## src/rtl/tomasulo_pkg.sv

```systemverilog
// Shared definitions for the Tomasulo front end: instruction layout,
// opcode encodings, unit selects and the issue-queue state type.
package tomasulo_pkg;

  localparam int INST_W = 9;

  localparam int OP_MSB = 8;
  localparam int OP_LSB = 6;
  localparam int RD_MSB = 5;
  localparam int RD_LSB = 4;
  localparam int RS_MSB = 3;
  localparam int RS_LSB = 2;
  localparam int RT_MSB = 1;
  localparam int RT_LSB = 0;

  localparam logic [2:0] OP_ADD  = 3'b000;
  localparam logic [2:0] OP_SUB  = 3'b001;
  localparam logic [2:0] OP_MUL  = 3'b010;
  localparam logic [2:0] OP_DIV  = 3'b011;
  localparam logic [2:0] OP_HALT = 3'b111;

  localparam logic UNIT_ADD = 1'b0;
  localparam logic UNIT_MUL = 1'b1;

  typedef enum logic [1:0] {
    ST_IDLE,
    ST_RUN,
    ST_DRAIN,
    ST_HALT
  } iq_state_t;

  // Only arithmetic opcodes occupy a FIFO slot; HALT and the NOP encodings are dropped.
  function automatic logic op_is_issuable(input logic [2:0] op);
    return (op == OP_ADD) || (op == OP_SUB) || (op == OP_MUL) || (op == OP_DIV);
  endfunction

  function automatic logic op_unit(input logic [2:0] op);
    return ((op == OP_MUL) || (op == OP_DIV)) ? UNIT_MUL : UNIT_ADD;
  endfunction

endpackage

```

## src/rtl/instr_rom.sv

```systemverilog
// Writable program store: synchronous write port, asynchronous read port.
// Contents deliberately survive reset.
module instr_rom
  import tomasulo_pkg::*;
#(
  parameter int PROG_DEPTH = 16,
  localparam int AW = $clog2(PROG_DEPTH)
) (
  input  logic              clock,
  input  logic              we,
  input  logic [AW-1:0]     waddr,
  input  logic [INST_W-1:0] wdata,
  input  logic [AW-1:0]     raddr,
  output logic [INST_W-1:0] rdata
);

  logic [INST_W-1:0] mem [PROG_DEPTH];

  always_ff @(posedge clock) begin
    if (we) mem[waddr] <= wdata;
  end

  assign rdata = mem[raddr];

endmodule

```

## src/rtl/instr_issue_queue.sv

```systemverilog
// In-order fetch/issue front end: fetches program words into a small FIFO
// and hands the head to the add or mult reservation-station group.
module instr_issue_queue
  import tomasulo_pkg::*;
#(
  parameter int PROG_DEPTH = 16,
  parameter int DEPTH      = 4,
  parameter int CNT_W      = 8,
  localparam int PC_W  = $clog2(PROG_DEPTH),
  localparam int FC_W  = $clog2(DEPTH) + 1,
  localparam int PTR_W = $clog2(DEPTH)
) (
  input  logic              clock,
  input  logic              reset_n,
  input  logic              prog_we,
  input  logic [PC_W-1:0]   prog_addr,
  input  logic [INST_W-1:0] prog_data,
  input  logic              start,
  input  logic              add_full,
  input  logic              mult_full,
  output logic              issue_valid,
  output logic [INST_W-1:0] issue_inst,
  output logic              issue_unit,
  output logic [PC_W-1:0]   pc,
  output logic [FC_W-1:0]   fifo_count,
  output logic [CNT_W-1:0]  issued,
  output logic              running,
  output logic              halted
);

  iq_state_t         state, state_next;
  logic [PC_W-1:0]   pc_q;
  logic [FC_W-1:0]   count, count_next;
  logic [PTR_W-1:0]  rd_ptr, wr_ptr;
  logic [CNT_W-1:0]  issued_q;
  logic [INST_W-1:0] fifo_mem [DEPTH];
  logic [INST_W-1:0] rom_data, head;
  logic [2:0]        fetch_op;
  logic              parked, start_run, rom_we, fetch, push, pop;
  logic              nonempty, head_unit, head_blocked, last_addr;

  instr_rom #(.PROG_DEPTH(PROG_DEPTH)) u_rom (
    .clock (clock),
    .we    (rom_we),
    .waddr (prog_addr),
    .wdata (prog_data),
    .raddr (pc_q),
    .rdata (rom_data)
  );

  assign parked    = (state == ST_IDLE) || (state == ST_HALT);
  assign start_run = parked && start;
  assign rom_we    = parked && prog_we;
  assign running   = (state == ST_RUN) || (state == ST_DRAIN);
  assign halted    = (state == ST_HALT);

  // Fullness is judged on the registered count, so a same-cycle pop never frees a slot for fetch.
  assign fetch     = (state == ST_RUN) && (count != FC_W'(DEPTH));
  assign fetch_op  = rom_data[OP_MSB:OP_LSB];
  assign push      = fetch && op_is_issuable(fetch_op);
  assign last_addr = (pc_q == PC_W'(PROG_DEPTH - 1));

  assign nonempty     = (count != '0);
  assign head         = fifo_mem[rd_ptr];
  assign head_unit    = op_unit(head[OP_MSB:OP_LSB]);
  assign head_blocked = (head_unit == UNIT_MUL) ? mult_full : add_full;
  assign pop          = reset_n && running && nonempty && !head_blocked;

  assign issue_valid = pop;
  assign issue_inst  = nonempty ? head : '0;
  assign issue_unit  = nonempty ? head_unit : UNIT_ADD;
  assign pc          = pc_q;
  assign fifo_count  = count;
  assign issued      = issued_q;

  always_comb begin
    state_next = state;
    count_next = count + FC_W'(push) - FC_W'(pop);
    case (state)
      ST_IDLE, ST_HALT: if (start) state_next = ST_RUN;
      ST_RUN:   if (fetch && ((fetch_op == OP_HALT) || last_addr)) state_next = ST_DRAIN;
      ST_DRAIN: if (count_next == '0) state_next = ST_HALT;
      default:  state_next = ST_IDLE;
    endcase
  end

  always_ff @(posedge clock) begin
    if (!reset_n) begin
      state    <= ST_IDLE;
      pc_q     <= '0;
      count    <= '0;
      rd_ptr   <= '0;
      wr_ptr   <= '0;
      issued_q <= '0;
    end else begin
      state <= state_next;
      if (start_run) begin
        pc_q     <= '0;
        count    <= '0;
        rd_ptr   <= '0;
        wr_ptr   <= '0;
        issued_q <= '0;
      end else begin
        count <= count_next;
        if (fetch && !last_addr) pc_q <= pc_q + PC_W'(1);
        if (push) wr_ptr <= wr_ptr + PTR_W'(1);
        if (pop) begin
          rd_ptr <= rd_ptr + PTR_W'(1);
          if (issued_q != '1) issued_q <= issued_q + CNT_W'(1);
        end
      end
    end
  end

  always_ff @(posedge clock) begin
    if (push) fifo_mem[wr_ptr] <= rom_data;
  end

endmodule

```

## config.mk

```make
export PLATFORM = sky130hd
export DESIGN_NAME = instr_issue_queue
export DESIGN_NICKNAME = d
export VERILOG_FILES = /design/src/rtl/tomasulo_pkg.sv /design/src/rtl/instr_rom.sv /design/src/rtl/instr_issue_queue.sv
export SDC_FILE = /design/constraint.sdc
export NUM_CORES = 1
export LEC_CHECK = 0
export BUFFER_PORTS_ARGS = -buffer_cell sky130_fd_sc_hd__buf_2
export CORE_MARGIN = 2
export CORE_UTILIZATION = 23
export CTS_CLUSTER_DIAMETER = 120
export CTS_CLUSTER_SIZE = 24
export DETAILED_ROUTE_END_ITERATION = 10
export PLACE_DENSITY = 0.41
export SYNTH_ARGS = -nofsm -noshare
export SYNTH_HDL_FRONTEND = slang
export SYNTH_SLANG_ARGS = --single-unit
```

## constraint.sdc

```tcl
create_clock -name clock -period 3.57 [get_ports clock]
set_clock_uncertainty 0.05 [all_clocks]
set_input_delay 0 -clock clock [delete_from_list [all_inputs] [get_ports clock]]
set_output_delay 0 -clock clock [all_outputs]
set_load 0.02 [all_outputs]
```

# Word level (Yosys, flattened, before mapping)
# Memory sizes are Yosys's and may differ from the RTL's. A register that Yosys moved wholly into a read port is not among the register bits.
# Cells that the tools add are included.
[totals]
register_bits = 21
mem_bits_rw = 180
inputBits = 19
output_inout_bits = 28
elab_cells = 72
mem_count = 2
[mem_list]
columns = ["name", "words", "width", "rd", "rd_ports_with_merged_regs", "write_ports", "line", "source"]
rows = [
  ["u_rom.mem", 16, 9, 1, 1, 1, "instr_rom.sv:17", "logic [INST_W-1:0] mem [PROG_DEPTH];"],
  ["fifo_mem", 4, 9, 1, 1, 1, "instr_issue_queue.sv:36", "logic [INST_W-1:0] fifo_mem [DEPTH];"],
]
[classes]
n_addsub = 6
n_eq_ne = 15
n_mux = 16
bitwise = 1
reduce_logical = 26
[ops]
columns = ["operator", "n"]
rows = [
  ["== test 3 x 2 -> 1 bit (second input constant)", 4],
  ["2-to-1 mux 2 bit", 5],
  ["logical AND 1 bit", 9],
  ["2-to-1 mux 9 bit", 1],
  ["adder 8 x 1 -> 8 bit (second input constant)", 1],
  ["2-to-1 mux 4 bit", 2],
  ["inequality test 8 bit (second input constant)", 1],
  ["logical OR 1 bit", 7],
  ["2-to-1 mux 1 bit", 7],
  ["zero test 3 bit", 2],
  ["case mux 2 bit (3 select lines)", 1],
  ["adder 2 x 1 -> 2 bit (second input constant)", 2],
  ["adder 4 x 1 -> 4 bit (second input constant)", 1],
  ["== test 2 bit (second input constant)", 2],
  ["== test 4 bit (second input constant)", 1],
  ["inequality test 2 x 1 -> 1 bit (second input constant)", 2],
  ["OR reduction 2 bit", 2],
  ["adder 3 x 1 -> 3 bit", 1],
  ["== test 3 x 1 -> 1 bit (second input constant)", 1],
  ["== test 3 bit (second input constant)", 1],
  ["inequality test 3 bit (second input constant)", 1],
  ["AND reduction 3 bit", 1],
  ["nonzero test 3 bit", 1],
  ["subtractor 3 x 1 -> 3 bit", 1],
  ["other kinds (6)", 7],
]

# Logic depth before layout (Yosys ltp)
# Gate-level depths: netlist of run 1.
[logic_depth]
ltp_word = 10
mapped_depth = 17
mapped_depth_nobuf = 16

# By module
# From an unflattened synthesis of run 1, not the netlist that was laid out.
[unflattened]
hier_cells = 446
area_unflattened_um2 = 8287.9
[modules_own_cells]
columns = ["mod", "instances", "cells_per_inst", "area_each_um2", "seq_area_each_um2"]
rows = [
  ["instr_rom", 1, 245, 5600.4, 4324.1],
  ["instr_issue_queue", 1, 201, 2687.6, 1541.5],
]

# Worst setup path before layout of run 1
# Ideal clock, no wire load.
[synth_timing]
path_kind = "reg2reg"
from = "reg count[1] (netlist: fifo_count[1])"
to = "reg state[0]"
setup_ns = 0.072
arrival_ns = 3.383
required_time_ns = 3.448
slack_ns = 0.065
path_stages_with_launch = 16
n_path_buf = 1
synth_period_minus_slack_ns = 3.505
cell_sequence = "dfxtp_1 nor3_1 nor2_1 o211ai_4 buf_4 inv_2 ha_1 inv_1 ha_1 inv_1 fa_1 xor3_1 o21ai_0 and3_1 a41o_1 mux2i_1"
[synth_via]
elab_cells_between_ends = 13
classes_between = "add/sub: 2; eq/ne: 3; reduce/logical: 8"
[synth_rtl]
columns = ["element", "line", "source"]
rows = [
  ["start: declaration", "instr_issue_queue.sv:33", "logic [FC_W-1:0] count, count_next;"],
  ["start signal: assignment", "instr_issue_queue.sv:104", "count <= count_next;"],
  ["nonzero test 3 bit", "instr_issue_queue.sv:63", "assign nonempty = (count != '0);"],
  ["logical AND 1 bit (2 in series)", "instr_issue_queue.sv:67", "assign pop = reset_n && running && nonempty && !head_blocked;"],
  ["via issue_valid", "instr_issue_queue.sv:21", "output logic issue_valid,"],
  ["subtractor 3 x 1 -> 3 bit", "instr_issue_queue.sv:78", "count_next = count + FC_W'(push) - FC_W'(pop);"],
  ["zero test 3 bit", "instr_issue_queue.sv:82", "ST_DRAIN: if (count_next == '0) state_next = ST_HALT;"],
  ["inequality test 2 x 1 -> 1 bit (no source line)", "-", ""],
  ["AND reduction 3 bit (no source line)", "-", ""],
  ["end signal: assignment", "instr_issue_queue.sv:96", "state <= state_next;"],
  ["end: declaration", "instr_issue_queue.sv:31", "iq_state_t state, state_next;"],
]
# The timed path passes the listed nets, and every way through them passes these cells.
# A chain may end at the register's enable or synchronous reset.

==> flow_metrics.env, run 1 <==
export IMPL_synth_async_reset_ratio_pct=0
export IMPL_leakage_nw=3.19
export IMPL_ir_drop_uv=279
export IMPL_reg2reg_slack_ns=0.14
export IMPL_dp_cells=977
export IMPL_power_density_mw_per_mm2=540
export IMPL_final_nets=576
export IMPL_crit_top_cell="inv_1"
export IMPL_htree_levels=1
export IMPL_clock_latency_ns=0.47
export IMPL_dp_hpwl_um=12700
export IMPL_drt_wirelength_per_cell_um=18.2
export IMPL_dr_pass1_iters=4
export IMPL_drive_above_1_share_pct=27.8
export IMPL_coreArea_sq_mm=0.0356
export IMPL_grt_pass1_vias=4601
export IMPL_wl_um=18400
export IMPL_fp_dieH_um=194
export IMPL_finalHoldViolCount=0
export IMPL_synth_cell_types=44
export IMPL_syn_inst=451
export IMPL_synth_nets=483
export IMPL_io_pins=47
export IMPL_seqPwrFrac_pct=53.4
export IMPL_timing_hold_ws_ns=0.0492
export IMPL_final_cells=1009
export IMPL_die_w_um=194
export IMPL_status="complete, no violations"
export IMPL_globalplace_congestion=0.748
export IMPL_routed_via_density=4.33
export IMPL_path_class="reg -> reg"
export IMPL_n_fill_cell=3592
export IMPL_hold_path_startpoint="mult_full"
export IMPL_cts_buffers=12
export IMPL_relSlewSlack_pct=46.4
export IMPL_required_ns=3.91
export IMPL_cts_sinks=207
export IMPL_port_buffers=46
export IMPL_setup_violations=0
export IMPL_comb_power_share_pct=19.4
export IMPL_synth_edf_count=180
export IMPL_pwr_share_clk_pct=27.2
export IMPL_root_buffer="clkbuf_16"
export IMPL_worst_pin_slew_ns=0.800
export IMPL_worstPathArrival_ns=3.77
export IMPL_cts_tree="yes"
export IMPL_min_to="issued[1]$_SDFFE_PP0P_"
export IMPL_netlist_area_sq_mm=0.00829
export IMPL_drtIter0Drc=240
export IMPL_layout_commonest_cell="edfxtp_1"
export IMPL_rows=69
export IMPL_worstPathCellList="mux4_2 -> nand2b_4 -> a22oi_2 -> inv_2 -> nor2_2 -> inv_1 -> ha_1 -> inv_1 -> ha_1 -> inv_1 -> fa_1 -> nand2b_1 -> o21ai_2 -> and3_1 -> a41o_1 -> mux2i_1"
export IMPL_internal_power_mw=3.88
export IMPL_dp_slack_ns=0.0661
export IMPL_layout_common_cells="edfxtp_1 (180), buf_2 (46), mux4_2 (44)"
export IMPL_hold_class="in -> reg"
export IMPL_slowest_delay_ns=0.51
export IMPL_tns_ns=0
export IMPL_initial_core_util_pct=23.3
export IMPL_hold_depth=6
export IMPL_grt_max_degree=26
export IMPL_seq_area_frac_synth_pct=71.7
export IMPL_clkSlewWorstSetupHoldPaths_ns=0.10
export IMPL_grt_use_total_pct=9.80
export IMPL_avgSynthCellArea_sq_um=18.4
export IMPL_grt_ovfl_total=0
export IMPL_p_sw_mw=1.40
export IMPL_startpoint_type="register"
export IMPL_finalCriticalPeriod_ns=3.43
export IMPL_critPathSlowestCell="fa_1"
export IMPL_rr_worst_depth=16
export IMPL_antenna_left=0
export IMPL_cap_violations=0
export IMPL_grt_pass1_wl_um=28300
export IMPL_ctsLongestPathBuffers=3
export IMPL_switching_share_pct=26.6
export IMPL_grt_setup_unrepaired="true"
export IMPL_timing_rr_end="state[0]$_SDFFE_PN0P_"
export IMPL_finalMaxSlewViolations=0
export IMPL_antenna_found_initial=1
export IMPL_fmax_ghz=0.291
export IMPL_period_share_pct=96.2
export IMPL_syn_to_final_growth_pct=17.9
export IMPL_dieArea_sq_mm=0.0376
export IMPL_cp_max_fo=4
export IMPL_ys_seq_elements=207
export IMPL_finalWorstSetupSlack_ns=0.136
export IMPL_num_vias=4366
export IMPL_synth_warning_count=0
export IMPL_post_route_drc_count=0
export IMPL_ys_flop_type="edfxtp_1"
export IMPL_endpoint_kind="register"
cells in the mapped netlist, types with 3 or more instances:
master	n	area [sq um]
nor3_1	6	30.0
nand4_1	3	18.8
clkbuf_1	6	22.5
nor2_1	26	97.6
nand2_1	18	67.6
or4_1	3	22.5
mux4_2	44	991
ha_1	12	150
nor2b_1	14	87.6
buf_2	4	20.0
mux4_1	5	131
and3_1	9	56.3
edfxtp_1	180	5410
or3_1	5	31.3
a21oi_1	12	60.1
inv_1	11	41.3
dfxtp_1	27	541
nand3_1	13	65.1
mux2i_1	7	70.1
o21ai_0	8	40.0
nand2b_1	7	43.8
o31ai_1	3	22.5
state kept, by name (all words and copies together) (netlist names), named ones only:
register / flops
fifo_count: 3
fifo_mem: 36
issued: 8
pc: 4
rd_ptr: 2
state: 2
u_rom.mem: 144
wr_ptr: 2
logic make-up (layout without fill, tap and decap cells):
family	count (synthesis)	in the layout	synth area share, %
AO/OA/AOI/OAI	32	32	2.60
XOR/XNOR	4	4	0.604
adder cells (fa/ha/maj)	13	13	2.05
buffers and inverters	28	124	1.61
flip-flops	207	207	71.7
multiplexers	56	56	14.4
other	0	1	0
AND/OR/NAND/NOR	111	111	7.03
power groups by stage:
stage                     clock, mW  combinational (mW)  sequential [mW]
after floorplan                   0               0.670             2.86
after global placement            0               0.996             2.87
after detailed placement          0                1.02             2.87
after CTS                      1.49                1.04             2.82
after global routing           1.59                1.13             2.83
final                          1.44                1.02             2.82
layout make-up:
type | count | area, sq um | share of cell area (%)
clock buffer | 16 | 337 | 3.44
multi-input combinational | 216 | 2220 | 22.8
antenna | 1 | 2.50 | 0.0256
clock inverter | 1 | 11.3 | 0.115
inverter | 13 | 48.8 | 0.499
tap | 461 | 577 | 5.90
timing repair buffer | 94 | 621 | 6.35
sequential | 207 | 5950 | 60.9
layer usage:
layer	global-route usage [%]	vias to the layer above	routed length, um
li1	-	1975	-
met2	15.8	100	8590
met3	1.88	17	787
met5	0	-	0
met4	1.82	0	277
met1	13.9	2274	8740
what timing repair did:
item,in CTS,in global routing
setup endpoints to repair,0,2
hold endpoints to repair,149,0
setup buffers,0,2
hold buffers,12,0
resized for setup,0,6
stage by stage:
stage / total power [mW] / utilization, % / area [sq um]
6_report: 5.28 / 27.5 / 9770
5_1_grt: 5.55 / 27.5 / 9770
4_1_cts: 5.35 / 27.4 / 9740
3_5_place_dp: 3.89 / 26.1 / 9270
3_3_place_gp: 3.86 / 26.1 / 9270
2_1_floorplan: 3.53 / - / 8290
worst max-delay path by stage:
stage,startpoint,end,depth (start not counted)
3_3_place_gp,register,state[0]$_SDFFE_PN0P_,16
5_1_grt,register,state[0]$_SDFFE_PN0P_,16
4_1_cts,register,state[0]$_SDFFE_PN0P_,16
6_report,register,state[0]$_SDFFE_PN0P_,16
2_1_floorplan,fifo_count[1]$_SDFF_PP0_,state[0]$_SDFFE_PN0P_,15
3_5_place_dp,register,state[0]$_SDFFE_PN0P_,16
critical path, delay by kind of cell, from the launching register on:
| kind | cells | cell delay [ns] |
|---|---|---|
| DFF | 1 | 0.39 |
| muxes | 2 | 0.71 |
| AOI/OAI and AO/OA | 3 | 0.59 |
| buffers and inverters | 4 | 0.21 |
| and+or+nand+nor | 4 | 0.50 |
| adders and majority gates | 3 | 0.90 |
(Power assumes the default switching activity.)
==> inputs of run 2 (changes only) <==
--- a/config.mk
+++ b/config.mk
@@ -12,6 +12,7 @@
 export CTS_CLUSTER_SIZE = 24
 export DETAILED_ROUTE_END_ITERATION = 10
 export PLACE_DENSITY = 0.41
+export RECOVER_POWER = 100
 export SYNTH_ARGS = -nofsm -noshare
 export SYNTH_HDL_FRONTEND = slang
 export SYNTH_SLANG_ARGS = --single-unit
==> run 2 against run 1 <==
  * Global-route usage stayed put
  * Combinational power hardly changed
  * Core utilization down 0.081 points
  * Die area is the same
  * Highest routed layer unchanged
  * Clock power about the same
  * Largest power group unchanged
  * Routed wire length hardly changed
==> flow_metrics.env, run 2 (synthesized netlist as in run 1, its figures left out) <==
export IMPL_pwr_share_clk_pct=27.2
export IMPL_status="complete, no violations"
export IMPL_setup_violations=0
export IMPL_grt_setup_unrepaired="true"
export IMPL_seqPwrFrac_pct=53.4
export IMPL_power_density_mw_per_mm2=542
export IMPL_cts_tree="yes"
export IMPL_crit_top_cell="inv_1"
export IMPL_reg2reg_slack_ns=0.14
export IMPL_cts_sinks=207
export IMPL_power_mw=5.28
export IMPL_layout_commonest_cell="edfxtp_1"
export IMPL_finalCriticalPeriod_ns=3.43
export IMPL_layout_common_cells="edfxtp_1 (180), mux4_2 (44), buf_4 (36)"
export IMPL_p_sw_mw=1.40
export IMPL_wl_um=18400
export IMPL_io_pins=47
export IMPL_path_buf_inv=4
export IMPL_switching_share_pct=26.6
export IMPL_internal_power_mw=3.87
export IMPL_hold_depth=6
export IMPL_final_nets=576
export IMPL_largest_register_ffs=144
export IMPL_utilization_pct=27.4
export IMPL_syn_to_final_growth_pct=17.5
export IMPL_grt_max_degree=26
export IMPL_post_route_drc_count=0
export IMPL_startpoint_type="register"
export IMPL_fp_dieH_um=194
export IMPL_ctsLongestPathBuffers=3
export IMPL_cts_buffers=12
export IMPL_initial_core_util_pct=23.3
export IMPL_port_buffers=46
export IMPL_grt_pass1_wl_um=28300
export IMPL_top_register="u_rom.mem"
export IMPL_hold_path_startpoint="mult_full"
export IMPL_period_share_pct=96.2
export IMPL_cp_max_fo=4
export IMPL_dp_hpwl_um=12700
export IMPL_drt_wirelength_per_cell_um=18.2
export IMPL_grt_use_total_pct=9.80
export IMPL_worstPathCellList="mux4_2 -> nand2b_4 -> a22oi_2 -> inv_2 -> nor2_2 -> inv_1 -> ha_1 -> inv_1 -> ha_1 -> inv_1 -> fa_1 -> nand2b_1 -> o21ai_2 -> and3_1 -> a41o_1 -> mux2i_1"
export IMPL_dieArea_sq_mm=0.0376
export IMPL_rows=69
export IMPL_cpLargestDelayFamily="adder cells"
export IMPL_drtIter0Drc=269
export IMPL_die_w_um=194
export IMPL_min_to="issued[1]$_SDFFE_PP0P_"
export IMPL_required_ns=3.91
export IMPL_routed_via_density=4.31
export IMPL_antenna_found_initial=1
export IMPL_ir_drop_uv=280
export IMPL_worst_pin_slew_ns=0.772
export IMPL_grt_ovfl_total=0
export IMPL_clkSlewWorstSetupHoldPaths_ns=0.10
export IMPL_rr_worst_depth=16
export IMPL_timing_rr_end="state[0]$_SDFFE_PN0P_"
export IMPL_slowest_delay_ns=0.51
export IMPL_root_buffer="clkbuf_16"
export IMPL_globalplace_congestion=0.748
export IMPL_antenna_left=0
export IMPL_critPathSlowestCell="fa_1"
export IMPL_cap_violations=0
export IMPL_finalHoldViolCount=0
export IMPL_num_vias=4345
export IMPL_coreArea_sq_mm=0.0356
export IMPL_path_class="reg -> reg"
export IMPL_finalMaxSlewViolations=0
export IMPL_dr_pass1_iters=4
export IMPL_leakage_nw=3.10
export IMPL_relSlewSlack_pct=48.3
export IMPL_hold_class="in -> reg"
export IMPL_endpoint_kind="register"
export IMPL_drive_above_1_share_pct=23.6
export IMPL_htree_levels=1
export IMPL_fmax_ghz=0.291
export IMPL_comb_power_share_pct=19.4
export IMPL_worstPathArrival_ns=3.77
export IMPL_clock_latency_ns=0.47
export IMPL_grt_pass1_vias=4601
==> run 2: changes by cell type in the layout (fill, tap and decap cells not counted) <==
cell and delta:
buf_2 -23, clkbuf_1 +23
==> run 2: worst max path at each step <==
stage	startpoint	endpoint	slack (ns)	cells after the start
2_1_floorplan	fifo_count[1]$_SDFF_PP0_	state[0]$_SDFFE_PN0P_	0.07	15
3_3_place_gp	register	state[0]$_SDFFE_PN0P_	0.17	16
3_5_place_dp	register	state[0]$_SDFFE_PN0P_	0.07	16
4_1_cts	register	state[0]$_SDFFE_PN0P_	0.005	16
5_1_grt	register	state[0]$_SDFFE_PN0P_	-0.07	16
6_report	register	state[0]$_SDFFE_PN0P_	0.14	16
==> run 2: through the flow <==
| step | std cells | setup TNS [ns] | hold slack (ns) | worst slack [ns] | cell area (sq um) |
|---|---|---|---|---|---|
| after global placement | 977 | 0 | 0.282 | 0.166 | 9270 |
| final | 1009 | 0 | 0.0484 | 0.136 | 9740 |
| after detailed placement | 977 | 0 | 0.299 | 0.0661 | 9270 |
| after CTS | 1006 | 0 | 0.0303 | 0.00508 | 9740 |
| after floorplan | 451 | 0 | 0.0489 | 0.0652 | 8290 |
| after global routing | 1009 | -0.101 | 0.0483 | -0.0703 | 9740 |
==> run 2: cell type report <==
class / instances / area, sq um
diodes: 1 / 2.50
clock buffers: 16 / 337
clock inverters: 1 / 11.3
fillers: 3598 / 25800
inverters: 13 / 48.8
multi-input cells: 216 / 2220
flip-flops and latches: 207 / 5950
well taps: 461 / 577
repair buffers: 94 / 592
==> run 2: routing by layer <==
layer	track usage (%)	wire (um)
met3	1.88	714
met5	0	0
met1	13.9	8830
met2	15.8	8570
met4	1.82	277
==> run 2: repair_timing <==
action                                 CTS  global route
hold buffers                            12             0
gates resized for setup                  0             6
setup endpoints to repair                0             2
endpoints found under the hold margin  149             0
buffers inserted                         0             2
==> run 2: power groups by stage <==
| stage | logic (mW) | clock network, mW | registers, mW |
|---|---|---|---|
| finish | 1.02 | 1.44 | 2.82 |
| global route | 1.13 | 1.59 | 2.83 |
| CTS | 1.04 | 1.49 | 2.82 |
| detailed placement | 1.02 | 0 | 2.87 |
| global placement | 0.996 | 0 | 2.87 |
| floorplan | 0.670 | 0 | 2.86 |
==> run 2: tightest hold or removal path, delay by kind of cell <==
| kind | cells | cell delay [ns] |
|---|---|---|
| simple gates | 2 | 0.21 |
| compound gates | 2 | 0.16 |
| buf+inv | 2 | 0.15 |
